<file path="src/rtl/prgrom_loader_if.sv">
// Byte-stream handshake between a byte source (e.g. UART RX) and the loader.
// A byte moves on a rising edge where byte_valid && byte_ready.
interface prgrom_loader_if;
  logic       byte_valid;
  logic [7:0] byte_data;
  logic       byte_ready;

  modport master (
    output byte_valid,
    output byte_data,
    input  byte_ready
  );

  modport slave (
    input  byte_valid,
    input  byte_data,
    output byte_ready
  );
endinterface

</file>
<file path="src/rtl/prgrom_loader.sv">
// Program-image loader: length header, little-endian word packing,
// one instruction-memory write per word, CPU held in reset meanwhile.
module prgrom_loader #(
  parameter int ADDR_WIDTH     = 14,
  parameter int TIMEOUT_CYCLES = 1000000
) (
  input  logic                  clock,
  input  logic                  reset,
  input  logic                  start_i,
  prgrom_loader_if.slave        bs,
  output logic                  wr_en_o,
  output logic [ADDR_WIDTH-1:0] wr_addr_o,
  output logic [31:0]           wr_data_o,
  output logic                  cpu_hold_o,
  output logic                  done_o,
  output logic                  err_o
);

  localparam int TW =
    (TIMEOUT_CYCLES > 1) ? $clog2(TIMEOUT_CYCLES) : 1;

  typedef enum logic [2:0] {
    IDLE, LEN_LO, LEN_HI, DATA, WRITE, DONE, ERROR
  } state_t;

  state_t                state_q, state_d;
  logic [15:0]           len_q;
  logic [23:0]           shift_q;
  logic [1:0]            k_q;
  logic [ADDR_WIDTH:0]   word_q;
  logic [ADDR_WIDTH:0]   word_nx;
  logic [TW-1:0]         tmo_q;
  logic [ADDR_WIDTH-1:0] wr_addr_q;
  logic [31:0]           wr_data_q;

  logic        ready;
  logic        acc;
  logic        go;
  logic        tmo_exp;
  logic        len_bad;
  logic        last;
  logic [15:0] len_full;

  assign ready   = (state_q == LEN_LO) ||
                   (state_q == LEN_HI) ||
                   (state_q == DATA);
  assign acc     = bs.byte_valid && ready;
  assign go      = start_i && ((state_q == IDLE) ||
                   (state_q == DONE) || (state_q == ERROR));
  assign tmo_exp = !acc && (tmo_q == TW'(TIMEOUT_CYCLES - 1));
  assign len_full = {bs.byte_data, len_q[7:0]};
  assign len_bad = (len_full == 16'd0) ||
                   (32'(len_full) > (32'd1 << ADDR_WIDTH));
  assign word_nx = word_q + 1'b1;
  assign last    = (32'(word_nx) == 32'(len_q));

  always_ff @(posedge clock or negedge reset) begin
    if (!reset) state_q <= IDLE;
    else        state_q <= state_d;
  end

  always_comb begin
    state_d = state_q;
    unique case (state_q)
      IDLE, DONE, ERROR: begin
        if (start_i)           state_d = LEN_LO;
        else if (state_q == DONE) state_d = IDLE;
      end
      LEN_LO: begin
        if (acc)          state_d = LEN_HI;
        else if (tmo_exp) state_d = ERROR;
      end
      LEN_HI: begin
        if (acc)          state_d = len_bad ? ERROR : DATA;
        else if (tmo_exp) state_d = ERROR;
      end
      DATA: begin
        if (acc && k_q == 2'd3) state_d = WRITE;
        else if (tmo_exp)       state_d = ERROR;
      end
      WRITE:   state_d = last ? DONE : DATA;
      default: state_d = IDLE;
    endcase
  end

  always_comb begin
    bs.byte_ready = ready;
    wr_en_o       = (state_q == WRITE);
    done_o        = (state_q == DONE);
    err_o         = (state_q == ERROR);
    cpu_hold_o    = ready || (state_q == WRITE) ||
                    (state_q == ERROR);
    wr_addr_o     = wr_addr_q;
    wr_data_o     = wr_data_q;
  end

  // Bytes shift in from the top so byte 0 lands in bits [7:0].
  always_ff @(posedge clock or negedge reset) begin
    if (!reset) begin
      len_q     <= '0;
      shift_q   <= '0;
      k_q       <= '0;
      word_q    <= '0;
      tmo_q     <= '0;
      wr_addr_q <= '0;
      wr_data_q <= '0;
    end else if (go) begin
      k_q    <= '0;
      word_q <= '0;
      tmo_q  <= '0;
    end else begin
      if (acc) begin
        tmo_q <= '0;
        unique case (state_q)
          LEN_LO: len_q[7:0]  <= bs.byte_data;
          LEN_HI: len_q[15:8] <= bs.byte_data;
          default: begin
            shift_q <= {bs.byte_data, shift_q[23:8]};
            k_q     <= k_q + 2'd1;
            if (k_q == 2'd3) begin
              wr_data_q <= {bs.byte_data, shift_q};
              wr_addr_q <= word_q[ADDR_WIDTH-1:0];
            end
          end
        endcase
      end else if (ready) begin
        tmo_q <= tmo_q + 1'b1;
      end
      if (state_q == WRITE) word_q <= word_nx;
    end
  end

endmodule

</file>
<file path="src/flat_wrapper.sv">
// flat-port wrapper written by rule: the top's interface ports become plain ports
module prgrom_loader_flat 
#(
  parameter int ADDR_WIDTH     = 14,
  parameter int TIMEOUT_CYCLES = 1000000
)
  (clock, reset, start_i, wr_en_o, wr_addr_o, wr_data_o, cpu_hold_o, done_o, err_o, bs_byte_valid, bs_byte_data, bs_byte_ready);
  prgrom_loader_if bs_i ();
  input  logic clock;
  input  logic reset;
  input  logic start_i;
  output logic wr_en_o;
  output logic [ADDR_WIDTH-1:0] wr_addr_o;
  output logic [31:0] wr_data_o;
  output logic cpu_hold_o;
  output logic done_o;
  output logic err_o;
  input wire logic [$bits(bs_i.byte_valid)-1:0] bs_byte_valid;
  input wire logic [$bits(bs_i.byte_data)-1:0] bs_byte_data;
  output wire logic [$bits(bs_i.byte_ready)-1:0] bs_byte_ready;
  assign bs_i.byte_valid = bs_byte_valid;
  assign bs_i.byte_data = bs_byte_data;
  assign bs_byte_ready = bs_i.byte_ready;
  prgrom_loader #(.ADDR_WIDTH(ADDR_WIDTH), .TIMEOUT_CYCLES(TIMEOUT_CYCLES)) u_core (.clock(clock), .reset(reset), .start_i(start_i), .bs(bs_i), .wr_en_o(wr_en_o), .wr_addr_o(wr_addr_o), .wr_data_o(wr_data_o), .cpu_hold_o(cpu_hold_o), .done_o(done_o), .err_o(err_o));
endmodule
</file>
<file path="config.mk">
export PLATFORM = sky130hd
export DESIGN_NAME = prgrom_loader_flat
export DESIGN_NICKNAME = d
export VERILOG_FILES = /design/src/rtl/prgrom_loader_if.sv /design/src/rtl/prgrom_loader.sv /design/src/flat_wrapper.sv
export SDC_FILE = /design/constraint.sdc
export NUM_CORES = 1
export LEC_CHECK = 0
export CORE_UTILIZATION = 25
export DETAILED_ROUTE_END_ITERATION = 10
export GPL_ROUTABILITY_DRIVEN = 0
export GPL_TIMING_DRIVEN = 0
export PLACE_DENSITY = 0.41
export SLEW_MARGIN = 20
export SYNTH_ARGS = -nofsm -noshare
export SYNTH_HDL_FRONTEND = slang
export SYNTH_SLANG_ARGS = --single-unit
</file>
<file path="constraint.sdc">
create_clock -name clock -period 2.3 [get_ports clock]
set_input_delay 0.23 -clock clock [delete_from_list [all_inputs] [get_ports clock]]
set_output_delay 0.23 -clock clock [all_outputs]
set_load 0.005 [all_outputs]
</file>
==> flow_metrics.env <==
export IMPL_status="finished, final reports clean"
export IMPL_final_hold_violation_count=0
export IMPL_grt_first_pass_wirelength_mm=25.0
export IMPL_drive_gt1_share_pct=28.1
export IMPL_grt_total_usage_pct=13.6
export IMPL_pwr_share_comb_pct=30.5
export IMPL_max_cap_viol_count=0
export IMPL_rsz0062_at_grt="yes"
export IMPL_fin_ws_ns=0.0332
export IMPL_ys_types=48
export IMPL_clock_latency_ns=0.42
export IMPL_num_rows=55
export IMPL_yosysMostFrequentCell="dfrtp_1"
export IMPL_antenna_left=0
export IMPL_io_buffers=62
export IMPL_n_antenna_cell=0
export IMPL_drt_first_iter_violations=189
export IMPL_via_per_inst=4.66
export IMPL_tns_ns=0
export IMPL_synthToLayoutAreaGrowth_pct=31.7
export IMPL_min_period_ns=2.27
export IMPL_clock_skew_ns=0.0129
export IMPL_grtUsageMet1_pct=18.7
export IMPL_fmax_mhz=441
export IMPL_synth_area_leaders="dfrtp_1 55%, mux2_2 16%, xnor2_1 3.4%"
export IMPL_fin_hold_ws_ns=0.339
export IMPL_ir_drop_mv=0.472
export IMPL_syn_inst=491
export IMPL_syn_area_mm2=0.00574
export IMPL_synth_top_area_share_pct=54.9
export IMPL_cts_buffers=17
export IMPL_async_flop_share_pct=100
export IMPL_cpMaxStageDelayCell="or4_4"
export IMPL_hpwl_mm=10.4
export IMPL_cp_start_kind="flop"
export IMPL_power_density_mw_per_mm2=1160
export IMPL_worstPathCellList="ha_4 -> xor2_1 -> nor3_2 -> nand3_1 -> or4_4 -> or4_4 -> a21o_1"
export IMPL_crit_fanout=2
export IMPL_die_y_um=154
export IMPL_nets=600
export IMPL_syn_nets=506
export IMPL_ys_top_cells_by_count="126 x dfrtp_1, 84 x mux2_2, 36 x nand2_1, 36 x o21ai_0, 35 x nor2_1"
export IMPL_grt_pass1_vias=4394
export IMPL_startpoint="u_core.word_q[0]$_DFFE_PN0P_"
export IMPL_yosysWarnings=0
export IMPL_avgRoutedWirePerCell_um=16.9
export IMPL_rrSetupSlack_ns=0.03
export IMPL_r2r_start="u_core.word_q[0]$_DFFE_PN0P_"
export IMPL_cts_tree="yes"
export IMPL_wl_mm=14.9
export IMPL_grt_busiest_layer="met2"
export IMPL_place_ws_ns=-0.768
export IMPL_worstMarginPinSlew_ns=0.873
export IMPL_vias=4112
export IMPL_synth_main_ff_cell="dfrtp_1"
export IMPL_cpMostUsedCell="or4_4"
export IMPL_synth_largest_area_cell="dfrtp_1"
export IMPL_ys_ff_latch=126
export IMPL_r2r_end="u_core.state_q[1]$_DFFE_PN0P_"
export IMPL_p_int_uw=5880
export IMPL_fp_dieArea_mm2=0.0236
export IMPL_setup_viol=0
export IMPL_clkPwrFrac_pct=30.1
export IMPL_pwr_share_seq_pct=39.4
export IMPL_synth_edff_count=0
export IMPL_grt_met3_usage_pct=2.99
export IMPL_cts_path_max_buffers=2
export IMPL_clkSinkCount=126
export IMPL_ioPinCount=63
export IMPL_hp_class="in2async"
export IMPL_grt_max_degree=72
export IMPL_crit_path_end_kind="flop"
export IMPL_cp_data_arrival_time_ns=2.57
export IMPL_endpoint="u_core.state_q[1]$_DFFE_PN0P_"
export IMPL_slowest_delay_ns=0.44
export IMPL_core_mm2=0.0226
export IMPL_swShare_pct=32.9
export IMPL_reg2regPathDepth=7
export IMPL_grt_ovfl_total=0
export IMPL_final_core_util_pct=33.5
export IMPL_post_route_period_util_pct=98.6
export IMPL_p_switching_uw=2890
export IMPL_clk_pin_slew_ns=0.06
export IMPL_met2_usage_pct=21.2
export IMPL_die_w_um=154
export IMPL_drc=0
export IMPL_relSlewSlack_pct=41.5
export IMPL_leakage_uw=0.00325
export IMPL_maxSlewViolCount=0
export IMPL_path_class="reg2reg"
export IMPL_required_ns=2.60
export IMPL_cts_max_level=4
export IMPL_dr_pass1_iters=5
export IMPL_start_util_pct=25.4
export IMPL_ctsRootBufferMaster="clkbuf_16"
export IMPL_seq_area_frac_synth_pct=54.9
export IMPL_antenna_found_initial=0
export IMPL_avgSynthCellArea_um2=11.7
[routing by layer]
layer / vias to the layer above / routed length (um) / part of all wire (%)
met1: 2092 / 7320 / 49
met2: 66 / 7030 / 47
met5: - / 0 / 0
li1: 1943 / - / -
met4: 0 / 197 / 1.3
met3: 11 / 380 / 2.5
[cell type report]
| cell class | instances | area, um^2 |
|---|---|---|
| Buffer | 17 | 96.3 |
| Clock inverter | 15 | 156 |
| Tap cell | 285 | 357 |
| Inverter | 7 | 26.3 |
| Timing Repair Buffer | 77 | 767 |
| Multi-Input combinational cell | 339 | 2580 |
| Sequential cell | 126 | 3160 |
| Clock buffer | 17 | 425 |
| Fill cell | 2295 | 15000 |
[stage by stage]
step | area [um^2] | cells | total power [uW]
finish | 7570 | 883 | 8760
global route | 7570 | 883 | 9350
detailed placement | 6750 | 839 | 6000
global placement | 6720 | 838 | 5950
CTS | 7470 | 875 | 8800
floorplan | 5740 | 491 | 4840
[cell families (layout without fill, tap and decap cells)]
logic type	after synthesis	in the layout	synth area share (%)
flip-flops	126	126	54.9
buffers and inverters	26	133	1.98
adder cells (fa/ha/maj)	3	3	0.654
AND/OR/NAND/NOR	145	145	12.8
AO/OA/AOI/OAI	67	67	7.06
multiplexers	85	85	16.6
XOR/XNOR	39	39	5.95
[power groups by stage]
stage               combinational, uW  clock, uW  sequential, uW
floorplan                        1530          0            3310
global placement                 2500          0            3450
detailed placement               2530          0            3470
CTS                              2610       2720            3460
global route                     2950       2830            3560
finish                           2680       2640            3450
[worst min-delay path by stage]
| stage | end | slack (ns) | cells after the start |
|---|---|---|---|
| floorplan | u_core.k_q[0]$_DFFE_PN0P_ | -0.07 | 0 |
| global placement | u_core.wr_addr_o[8]$_DFFE_PN0P_ | 0.48 | 2 |
| detailed placement | u_core.wr_data_o[1]$_DFFE_PN0P_ | 0.20 | 1 |
| CTS | u_core.wr_data_o[20]$_DFFE_PN0P_ | 0.35 | 2 |
| global route | u_core.tmo_q[4]$_DFFE_PN0P_ | 0.38 | 2 |
| finish | u_core.wr_data_o[1]$_DFFE_PN0P_ | 0.34 | 2 |
[layout by cell type (no fill, tap or decap), types with 3 or more instances in the layout]
master,synthesis,final
nor2b_1,3,3
buf_6,2,4
a21oi_1,6,6
nand4_1,13,13
nor2_1,35,34
o31ai_1,3,3
inv_6,0,6
nor4_1,6,4
nor3_2,1,3
nor2_4,0,3
nand3_1,17,15
nand2b_1,3,3
buf_4,0,13
clkdlybuf4s50_1,0,60
o211ai_1,3,3
dfrtp_1,126,120
a22o_1,3,3
buf_1,5,3
nand3_2,2,3
xor2_1,17,17
dfrtp_2,0,6
inv_1,7,6
nand2_1,36,34
and2_1,3,3
xnor2_1,22,22
inv_8,0,7
and3_1,3,3
nor3_1,8,6
clkbuf_1,11,5
clkbuf_2,1,4
mux2_2,84,84
o21ai_0,36,36
o22ai_1,4,4
clkbuf_16,0,17
[what timing repair did]
item	4_1_cts	5_1_grt
hold endpoints to repair	55	0
gates resized for setup	27	14
buffers inserted	5	8
setup endpoints to repair	39	8
pin swaps	4	3
hold buffers	1	0
[worst max-delay path: cells and delay by family, from the launching register on]
family	cells	cell delay [ns]
and+or+nand+nor	4	1.16
DFF	1	0.43
adders and majority gates	1	0.25
AOI/OAI and AO/OA	1	0.17
xor gates and xnor gates	1	0.15
[flip-flops by register name, summed over array words and instances (netlist names)]
name	flops
u_core.tmo_q	20
u_core.shift_q	24
u_core.word_q	15
u_core.state_q	3
u_core.len_q	16
u_core.k_q	2
u_core.wr_data_o	32
u_core.wr_addr_o	14
(Power assumes the default switching activity.)
